--- src/rtl/cmp_iter.sv ---
`default_nettype none
// ----------------------------------------------------------------------------
// cmp_iter : multi-cycle chunked equality / less-than comparator, MSB chunk first
// Optional: CMP_EARLY_EXIT_EN stops at the first differing chunk
// Revision : 1.0
// ----------------------------------------------------------------------------
module cmp_iter #(
  parameter int WIDTH = 32,
  parameter int CHUNK = 8
) (
  input  logic             clk,
  input  logic             rst_n,
  input  logic             in_valid,
  output logic             in_ready,
  input  logic [WIDTH-1:0] input_a,
  input  logic [WIDTH-1:0] input_b,
  input  logic [2:0]       function_select,
  output logic             out_valid,
  input  logic             out_ready,
  output logic             result
);

  localparam int NUM_CHUNKS = WIDTH / CHUNK;
  localparam int IDX_W      = (NUM_CHUNKS > 1) ? $clog2(NUM_CHUNKS) : 1;
  localparam logic [IDX_W-1:0] LAST_IDX  = IDX_W'(NUM_CHUNKS - 1);
  localparam logic [WIDTH-1:0] SIGN_MASK = {1'b1, {(WIDTH-1){1'b0}}};

`ifdef CMP_EARLY_EXIT_EN
  localparam logic EARLY_EXIT = 1'b1;
`else
  localparam logic EARLY_EXIT = 1'b0;
`endif

  typedef enum logic [1:0] {IDLE, BUSY, DONE} state_t;

  state_t           state, state_nxt;
  logic [WIDTH-1:0] op_a, op_a_nxt;
  logic [WIDTH-1:0] op_b, op_b_nxt;
  logic [2:0]       fs, fs_nxt;
  logic [IDX_W-1:0] idx, idx_nxt;
  logic             decided, decided_nxt;
  logic             eq, eq_nxt;
  logic             lt, lt_nxt;
  logic [WIDTH-1:0] sign_flip;
  logic [CHUNK-1:0] chunk_a, chunk_b;

  // Flipping both sign bits maps signed order onto unsigned order.
  assign sign_flip = function_select[1] ? '0 : SIGN_MASK;
  assign chunk_a   = op_a[idx*CHUNK +: CHUNK];
  assign chunk_b   = op_b[idx*CHUNK +: CHUNK];

  assign in_ready  = (state == IDLE) && rst_n;
  assign out_valid = (state == DONE);
  assign result    = (state == DONE) && (fs[0] ^ (fs[2] ? lt : eq));

  always_ff @(posedge clk) begin
    if (!rst_n) begin
      state   <= IDLE;
      op_a    <= '0;
      op_b    <= '0;
      fs      <= '0;
      idx     <= '0;
      decided <= 1'b0;
      eq      <= 1'b0;
      lt      <= 1'b0;
    end else begin
      state   <= state_nxt;
      op_a    <= op_a_nxt;
      op_b    <= op_b_nxt;
      fs      <= fs_nxt;
      idx     <= idx_nxt;
      decided <= decided_nxt;
      eq      <= eq_nxt;
      lt      <= lt_nxt;
    end
  end

  always_comb begin
    state_nxt   = state;
    op_a_nxt    = op_a;
    op_b_nxt    = op_b;
    fs_nxt      = fs;
    idx_nxt     = idx;
    decided_nxt = decided;
    eq_nxt      = eq;
    lt_nxt      = lt;
    case (state)
      IDLE: begin
        if (in_valid && in_ready) begin
          op_a_nxt    = input_a ^ sign_flip;
          op_b_nxt    = input_b ^ sign_flip;
          fs_nxt      = function_select;
          idx_nxt     = LAST_IDX;
          decided_nxt = 1'b0;
          state_nxt   = BUSY;
        end
      end
      BUSY: begin
        // Only the most significant differing chunk decides the outcome.
        if (!decided && (chunk_a != chunk_b)) begin
          eq_nxt      = 1'b0;
          lt_nxt      = (chunk_a < chunk_b);
          decided_nxt = 1'b1;
        end
        if (idx == '0 && !decided_nxt) begin
          eq_nxt = 1'b1;
          lt_nxt = 1'b0;
        end
        if (idx == '0 || (EARLY_EXIT && decided_nxt)) begin
          state_nxt = DONE;
        end else begin
          idx_nxt = idx - 1'b1;
        end
      end
      DONE: begin
        if (out_ready) begin
          state_nxt = IDLE;
        end
      end
      default: state_nxt = IDLE;
    endcase
  end

endmodule
`default_nettype wire

--- config.mk ---
export PLATFORM = sky130hd
export DESIGN_NAME = cmp_iter
export DESIGN_NICKNAME = d
export VERILOG_FILES = /design/src/rtl/cmp_iter.sv
export SDC_FILE = /design/constraint.sdc
export NUM_CORES = 1
export LEC_CHECK = 0
export ABC_AREA = 0
export CELL_PAD_IN_SITES_DETAIL_PLACEMENT = 0
export CELL_PAD_IN_SITES_GLOBAL_PLACEMENT = 2
export CORE_MARGIN = 2
export CORE_UTILIZATION = 30
export CTS_BUF_LIST = sky130_fd_sc_hd__clkbuf_4 sky130_fd_sc_hd__clkbuf_8 sky130_fd_sc_hd__clkbuf_16
export CTS_CLUSTER_SIZE = 12
export DETAILED_ROUTE_END_ITERATION = 10
export PLACE_DENSITY = 0.87
export SYNTH_ARGS = -nofsm -noshare
export SYNTH_HDL_FRONTEND = slang
export SYNTH_SLANG_ARGS = --single-unit
--- constraint.sdc ---
create_clock -name clk -period 3.4 [get_ports clk]
set_clock_uncertainty 0.05 [all_clocks]
set_input_delay 0.34 -clock clk [delete_from_list [all_inputs] [get_ports clk]]
set_output_delay 0.34 -clock clk [all_outputs]
set_load 0.02 [all_outputs]
After elaboration in Yosys (flattened, before gate mapping)
Index checks and enable logic that the tools add are counted.
- reduce and logical (&&, ||, !) cells: 16
- eq/ne operators: 7
- mux-type cells: 17
- order comparisons: 1
- shifts and indexed selects: 2
- $add $sub $neg: 1
- bitwise gates (word level): 3
- operator list (kind ; count):
    32-bit by 6-bit variable part select with 8-bit output ; 2
    32-bit XOR ; 2
    32-bit two-way mux ; 1
    2-bit two-way mux ; 5
    8-bit < comparator ; 1
    1-bit two-way mux ; 8
    8-bit != test ; 1
    2-bit one-hot mux with 3 select lines ; 1
    2-bit AND reduction ; 3
    3-bit AND reduction ; 2
    1-bit logical AND ; 5
    2-bit zero test ; 2
    2-bit by 1-bit != test with 1-bit output (second input constant) ; 2
    2-bit != test (second input constant) ; 2
    2-bit one-hot mux with 2 select lines ; 1
    2-bit nonzero test ; 2
    2-bit by 1-bit equality test with 1-bit output (second input constant) ; 1
    2-bit equality test (second input constant) ; 1
    1-bit zero test ; 2
    1-bit one-hot mux with 2 select lines ; 1
    2-bit by 1-bit subtractor with 2-bit output (second input constant) ; 1
    1-bit XOR ; 1
- flip-flop bits (word level): 74

Logic depth before layout (Yosys ltp)
Gate-level depths: netlist (run 1).
- depth after elaboration: 9
- mapped depth: 9
- depth with buffers taken out: 7

Worst setup path before layout (run 1)
No wires, ideal clock.
- kind: reg2reg
- start point: reg idx[0]
- end point: reg decided
- path buffers: 2
- slack: 995 ps
- data required time: 3229 ps
- data arrival time: 2234 ps
- setup time: 121 ps
- stages on the path, launching flop included: 9
- cells stage by stage: dfxtp_1 > buf_2 > buf_4 > mux4_2 > ha_1 > nand4_1 > or2_2 > a21oi_1 > a211oi_1
- cells in the longest elaborated chain, start to end: 6
- elaborated cells between the ends (all ways): 7
- those cells by class: eq/ne (1); shift (2); mux (3); reduce/logical (1)
- RTL lines (what ; RTL line ; source):
    start, declared ; 40 ; logic [IDX_W-1:0] idx, idx_nxt;
    start signal, assigned ; 71 ; idx <= idx_nxt;
    32-bit by 6-bit variable part select with 8-bit output, on equally long branches ; 49, 50 ;
    8-bit != test * ; 100 ; if (!decided && (chunk_a != chunk_b)) begin
    1-bit logical AND * ; 100 ;
    1-bit two-way mux * ; 100 ;
    1-bit two-way mux * ; 87 ; case (state)
    1-bit one-hot mux with 2 select lines * ; 87 ;
    end signal, assigned ; 72 ; decided <= decided_nxt;
    end, declared ; 41 ; logic decided, decided_nxt;
Every way passes the cells marked *; elsewhere a longest branch is shown, timed or not. The select of a mux whose other input is x is not followed.
A chain may end at the register's enable or synchronous reset.

Final worst setup path (run 1)
- start point: reg idx[1]
- end point: reg lt
- cells in the longest elaborated chain, start to end: 9
- elaborated cells between the ends (all ways): 14
- those cells by class: order compare (1); eq/ne (1); shift (2); mux (4); reduce/logical (6)
- RTL lines (what ; RTL line ; source):
    32-bit by 6-bit variable part select with 8-bit output, on equally long branches ; 49, 50 ;
    8-bit != test ; 100 ;
    1-bit logical AND ; 100 ;
    1-bit two-way mux ; 100 ;
    1-bit two-way mux ; 87 ;
    1-bit zero test ; 105 ; if (idx == '0 && !decided_nxt) begin
    1-bit logical AND ; 105 ;
    2-bit nonzero test (no line) ; - ;
    2-bit AND reduction (no line) ; - ;
    end signal, assigned ; 74 ; lt <= lt_nxt;
    end, declared ; 43 ; logic lt, lt_nxt;
Several ways; a longest one is shown, not always the timed one. The select of a mux whose other input is x is not followed.

==> results of run 1 <==
==> state kept, by name, indices dropped and copies added, names as in the netlist <==
name	cells
op_a	32
op_b	32
fs	2
idx	2
state	2
decided	1
eq	1
lt	1
==> logic make-up after synthesis <==
family | synth area share
buf+inv | 0.0890
compound gates | 0.137
xor+xnor | 0.00770
flops | 0.428
mux | 0.111
simple gates | 0.194
fa+ha+maj | 0.0330
==> per-stage QoR <==
step                total power (uW)  utilization
floorplan                       1290            -
global placement                1420        0.374
detailed placement              1430        0.374
CTS                             2490        0.404
global route                    2580        0.404
finish                          2460        0.404
==> worst paths after layout <==
| path | to | slack, ns | cells past startpoint |
|---|---|---|---|
| min | op_a[13] | 0.40 | 2 |
| max reg2reg | lt | 0.91 | 6 |
| max | lt | 0.91 | 6 |
| min reg2reg | op_a[13] | 0.40 | 2 |
==> Yosys cell counts (all sizes together) <==
cell type,instances
mux2i,2
and3b,1
nand2b,1
buf,13
or2b,1
nand4,2
o22ai,1
nor3b,3
dfxtp,73
mux4,16
o311a,1
nand2,137
a211oi,1
nor3,1
nor2b,1
inv,13
nand3,2
and3,1
o21ai,67
nor2,3
o41ai,1
ha,9
xnor2,2
clkbuf,15
or2,1
and2,2
xor2,1
o31ai,1
a21boi,1
a21oi,5
o211ai,1
==> tightest hold or removal path, delay by kind of cell, from the launching register on <==
kind / cells / cell delay [ns]
AO/OA/AOI/OAI: 1 / 0.05
AND/OR/NAND/NOR: 1 / 0.05
flip-flops: 1 / 0.31
==> final cells by class <==
type | count | area share
Sequential cell | 73 | 0.329
Clock inverter | 6 | 0.0220
Timing Repair Buffer | 77 | 0.173
Clock buffer | 10 | 0.0538
Tap cell | 140 | 0.0395
Inverter | 13 | 0.0110
Multi-Input combinational cell | 265 | 0.371
==> power by group <==
group,switching [uW],leakage (uW),internal (uW)
Clock,378,0.000166,674
Sequential,64.2,0.000601,937
Combinational,188,0.000867,221
Total,630,0.00163,1830
==> per-layer routing <==
metal,wire [um],GRT usage
met1,3670,0.168
met3,429,0.0399
met4,74,0.0475
met5,0,0
met2,3760,0.218
==> flow_metrics.env, run 1 <==
export IMPL_status="finished, final reports clean"
export IMPL_final_min_period_over_clock_period=0.733
export IMPL_detail_route_wl_per_cell_um=13.6
export IMPL_cts_tree="built"
export IMPL_static_leakage_power_uw=0.00163
export IMPL_power_density_mw_per_mm2=555
export IMPL_finalWorstSetupSlack_ns=0.907
export IMPL_final_design_area_no_fill_sq_mm=0.00444
export IMPL_synth_top_area_frac=0.428
export IMPL_place_congestion=0.771
export IMPL_critPathSlowestCell="sky130_fd_sc_hd__dfxtp_1"
export IMPL_number_of_antenna_violations_at_the_first_check_in_global_routing=0
export IMPL_power_ir_vdd_worst_uv=259
export IMPL_num_rows=38
export IMPL_hold_path_startpoint="op_a[13]"
export IMPL_area_growth_synth_to_final_pct=30.0
export IMPL_cts_max_path_buffers=2
export IMPL_setup_violations_final=0
export IMPL_final_layout_size_suffix_gt1_frac=0.144
export IMPL_dr_total_vias=2705
export IMPL_critPathBufInv=0
export IMPL_postRouteWirelength_um=7930
export IMPL_synth_warnings=0
export IMPL_timing_critical_path_from="idx[1]"
export IMPL_nFillCells=1112
export IMPL_cell_count_after_placement=568
export IMPL_post_synthesis_register_bit_count=73
export IMPL_critical_path_endpoint_type="flop"
export IMPL_drt_iter0_drc=157
export IMPL_finalHoldViolCount=0
export IMPL_setup_total_negative_slack_ns=0
export IMPL_wire_length_of_the_first_global_routing_pass_um=13100
export IMPL_slew_hr=0.499
export IMPL_critical_path_reg2reg_startpoint="idx[1]"
export IMPL_vias_in_the_first_global_route=2673
export IMPL_floorplan_die_height_um=111
export IMPL_fin_crit_ns=2.49
export IMPL_die_area_sq_mm=0.0123
export IMPL_dpl_hpwl_um=5810
export IMPL_max_slew_worst_pin_slew_ns=0.750
export IMPL_min_path_type="flop to flop"
export IMPL_rsz0062_at_grt="no"
export IMPL_floorplan_core_area_sq_mm=0.0110
export IMPL_critical_path_max_stage_delay_ns=0.80
export IMPL_top_family_by_delay_on_critical_path="flip-flops"
export IMPL_register_area_sq_mm=0.00146
export IMPL_worstPathCellList="mux4_2 > ha_1 > nand4_1 > or2_2 > nand2_1 > o41ai_1"
export IMPL_syn_nets=459
export IMPL_clk_root_buffer_cell="sky130_fd_sc_hd__clkbuf_16"
export IMPL_cts_htree_levels=3
export IMPL_global_route_usage_total=0.134
export IMPL_hold_worst_slack_ns=0.403
export IMPL_critPathKind="flop to flop"
export IMPL_viasPerCell=4.63
export IMPL_leading_cell_types_by_total_area_after_synthesis="sky130_fd_sc_hd__dfxtp_1 43%, sky130_fd_sc_hd__nand2_1 14%, sky130_fd_sc_hd__mux4_2 11%"
export IMPL_syn_avg_cell_area_sq_um=9.01
export IMPL_chipWidth_um=111
export IMPL_area_of_the_mapped_netlist_sq_mm=0.00341
export IMPL_insertion_delay_ns=0.33
export IMPL_dpl_cell_area_sq_mm=0.00410
export IMPL_antenna_cells=0
export IMPL_layout_common_cells="127 x sky130_fd_sc_hd__nand2_1, 73 x sky130_fd_sc_hd__dfxtp_1, 72 x sky130_fd_sc_hd__clkdlybuf4s50_1, 35 x sky130_fd_sc_hd__o21ai_1, 18 x sky130_fd_sc_hd__o21ai_0"
export IMPL_worst_ep_required_time_ns=3.56
export IMPL_numClockSinks=73
export IMPL_worst_endpoint_arrival_ns=2.66
export IMPL_final_nets=519
export IMPL_first_drt_pass_iteration_count=4
export IMPL_grt_ovfl_total=0
export IMPL_cts_resized=0
export IMPL_yosysTopAreaCell="sky130_fd_sc_hd__dfxtp_1"
export IMPL_cts_hold_repair_buffers=0
export IMPL_path_clk_slew_ns=0.06
export IMPL_io_pins=74
export IMPL_layout_commonest_cell="sky130_fd_sc_hd__nand2_1"
export IMPL_netlist_instances=379
export IMPL_grt_start_max_net_pins=79
export IMPL_max_clock_freq_mhz=401
export IMPL_maxCapViolations=0
export IMPL_area_used_by_multi_input_combinational_logic_sq_mm=0.00165
export IMPL_crit_fanout=18
export IMPL_yosysSeqAreaShare=0.428
export IMPL_cts_made_buffers=9
export IMPL_finalNonFillerCells=584
export IMPL_yosys_cell_types_count=41
export IMPL_cts_setup_buffers=0
export IMPL_setup_worst_path_start_class="flop"
export IMPL_postRouteAntennaNets=0
export IMPL_io_buffer_count=73
export IMPL_drc_errors=0
export IMPL_initial_utilization=0.311
export IMPL_slew_viol_final=0
export IMPL_post_place_ws_ns=0.919
No activity file was read; power rests on OpenSTA's default activity.
==> run 2: changes to the inputs <==
==> constraint.sdc (replaced) <==
create_clock -name clk -period 2.5 [get_ports clk]
set_clock_uncertainty 0.05 [all_clocks]
set_input_delay 0.25 -clock clk [delete_from_list [all_inputs] [get_ports clk]]
set_output_delay 0.25 -clock clk [all_outputs]
set_load 0.02 [all_outputs]
==> flow_metrics.env, run 2 (synthesized netlist as in run 1, its figures left out) <==
export IMPL_cts_made_buffers=9
export IMPL_path_clk_slew_ns=0.06
export IMPL_layout_common_cells="127 x sky130_fd_sc_hd__nand2_1, 73 x sky130_fd_sc_hd__dfxtp_1, 72 x sky130_fd_sc_hd__clkdlybuf4s50_1, 35 x sky130_fd_sc_hd__o21ai_1, 18 x sky130_fd_sc_hd__o21ai_0"
export IMPL_floorplan_die_height_um=111
export IMPL_cts_max_path_buffers=2
export IMPL_vias_in_the_first_global_route=2789
export IMPL_slew_viol_final=0
export IMPL_nFillCells=1109
export IMPL_power_ir_vdd_worst_uv=295
export IMPL_max_clock_freq_mhz=426
export IMPL_area_growth_synth_to_final_pct=31.6
export IMPL_worst_hold_path_num_cells=2
export IMPL_layout_commonest_cell="sky130_fd_sc_hd__nand2_1"
export IMPL_io_buffer_count=73
export IMPL_wire_length_of_the_first_global_routing_pass_um=13700
export IMPL_dpl_hpwl_um=5990
export IMPL_setup_violations_final=0
export IMPL_final_nets=522
export IMPL_postRouteAntennaNets=0
export IMPL_die_area_sq_mm=0.0123
export IMPL_reg_largest_list="op_a: 32 flops, op_b: 32 flops"
export IMPL_drc_errors=0
export IMPL_clk_root_buffer_cell="sky130_fd_sc_hd__clkbuf_16"
export IMPL_grt_ovfl_total=0
export IMPL_area_used_by_multi_input_combinational_logic_sq_mm=0.00165
export IMPL_io_pins=74
export IMPL_maxCapViolations=0
export IMPL_cell_count_after_placement=571
export IMPL_register_area_sq_mm=0.00146
export IMPL_place_congestion=0.764
export IMPL_finalNonFillerCells=586
export IMPL_chipWidth_um=111
export IMPL_post_place_ws_ns=0.171
export IMPL_fin_crit_ns=2.35
export IMPL_global_route_usage_total=0.141
export IMPL_finalWorstSetupSlack_ns=0.152
export IMPL_rr_worst_depth=7
export IMPL_min_path_type="flop to flop"
export IMPL_viasPerCell=4.60
export IMPL_cts_setup_buffers=0
export IMPL_status="finished, final reports clean"
export IMPL_timing_critical_path_from="idx[0]"
export IMPL_initial_utilization=0.311
export IMPL_final_layout_size_suffix_gt1_frac=0.148
export IMPL_slew_hr=0.514
export IMPL_critical_path_endpoint_type="flop"
export IMPL_numClockSinks=73
export IMPL_cts_tree="built"
export IMPL_floorplan_core_area_sq_mm=0.0110
export IMPL_setup_worst_path_start_class="flop"
export IMPL_static_leakage_power_uw=0.00166
export IMPL_power_density_mw_per_mm2=758
export IMPL_first_drt_pass_iteration_count=4
export IMPL_max_slew_worst_pin_slew_ns=0.729
export IMPL_cts_hold_repair_buffers=0
export IMPL_final_min_period_over_clock_period=0.939
export IMPL_detail_route_wl_per_cell_um=13.8
export IMPL_cts_htree_levels=3
export IMPL_worst_ep_required_time_ns=2.66
export IMPL_number_of_antenna_violations_at_the_first_check_in_global_routing=0
export IMPL_grt_start_max_net_pins=75
export IMPL_dr_total_vias=2697
export IMPL_worst_endpoint_arrival_ns=2.51
export IMPL_drt_iter0_drc=174
export IMPL_cts_resized=0
export IMPL_antenna_cells=0
export IMPL_critical_path_reg2reg_startpoint="idx[0]"
export IMPL_postRouteWirelength_um=8060
export IMPL_num_rows=38
export IMPL_hold_path_startpoint="op_b[28]"
export IMPL_finalHoldViolCount=0
export IMPL_insertion_delay_ns=0.33
export IMPL_setup_total_negative_slack_ns=0
export IMPL_critPathKind="flop to flop"
export IMPL_rsz0062_at_grt="no"
export IMPL_crit_fanout=19
## run 2: changes by cell type in the layout (fill, tap and decap cells not counted), sizes merged
cell / delta
buf: +3
inv: -3
bufinv: +1
clkinv: +1
## run 2: power by group
group          internal [uW]  switching (uW)
Clock                    995             474
Sequential              1270            78.5
Combinational            315             267
## run 2: area by class of cell
type                       instances  area share
inverter                          13      0.0109
clock inverter                     5      0.0231
sequential                        73       0.325
clock buffer                      10      0.0532
multi-input combinational        265       0.367
tap                              140      0.0390
timing repair buffer              80       0.182
## run 2: metrics by stage
step | utilization | hold slack [ns] | power (uW) | instance area (sq um)
4_1_cts | 0.409 | 0.394 | 3440 | 4490
5_1_grt | 0.409 | 0.412 | 3570 | 4490
2_1_floorplan | - | 0.296 | 1760 | 3410
3_3_place_gp | 0.378 | 0.394 | 1950 | 4150
6_report | 0.409 | 0.397 | 3400 | 4490
3_5_place_dp | 0.378 | 0.393 | 1960 | 4150
## run 2: worst paths after layout
check	slack, ns	to
max	0.15	lt
min	0.40	op_b[28]
max reg2reg	0.15	lt
min reg2reg	0.40	op_b[28]
## run 2: layer usage
metal	wire length [um]	vias to the layer above	part of all wire	track usage
li1	-	1395	-	-
met1	3710	1230	0.46	0.180
met2	3760	59	0.47	0.223
met3	410	13	0.051	0.0377
met4	184	0	0.023	0.0617
met5	0	-	0	0
## run 2: worst max-delay path, stage by stage (launching register included)
cell and delay (ns):
sky130_fd_sc_hd__dfxtp_1 0.35, sky130_fd_sc_hd__buf_12 0.19, sky130_fd_sc_hd__mux4_2 0.52, sky130_fd_sc_hd__ha_1 0.36, sky130_fd_sc_hd__nand4_1 0.15, sky130_fd_sc_hd__or2_2 0.14, sky130_fd_sc_hd__nand2_1 0.06, sky130_fd_sc_hd__o41ai_1 0.41
==> run 3: changes to the inputs <==
--- a/config.mk
+++ b/config.mk
@@ -14,6 +14,7 @@
 export CTS_CLUSTER_SIZE = 12
 export DETAILED_ROUTE_END_ITERATION = 10
 export PLACE_DENSITY = 0.87
+export SLEW_MARGIN = 10
 export SYNTH_ARGS = -nofsm -noshare
 export SYNTH_HDL_FRONTEND = slang
 export SYNTH_SLANG_ARGS = --single-unit
==> results of run 3 <==
The final DEF is identical to that of run 2; final timing and power are the same.
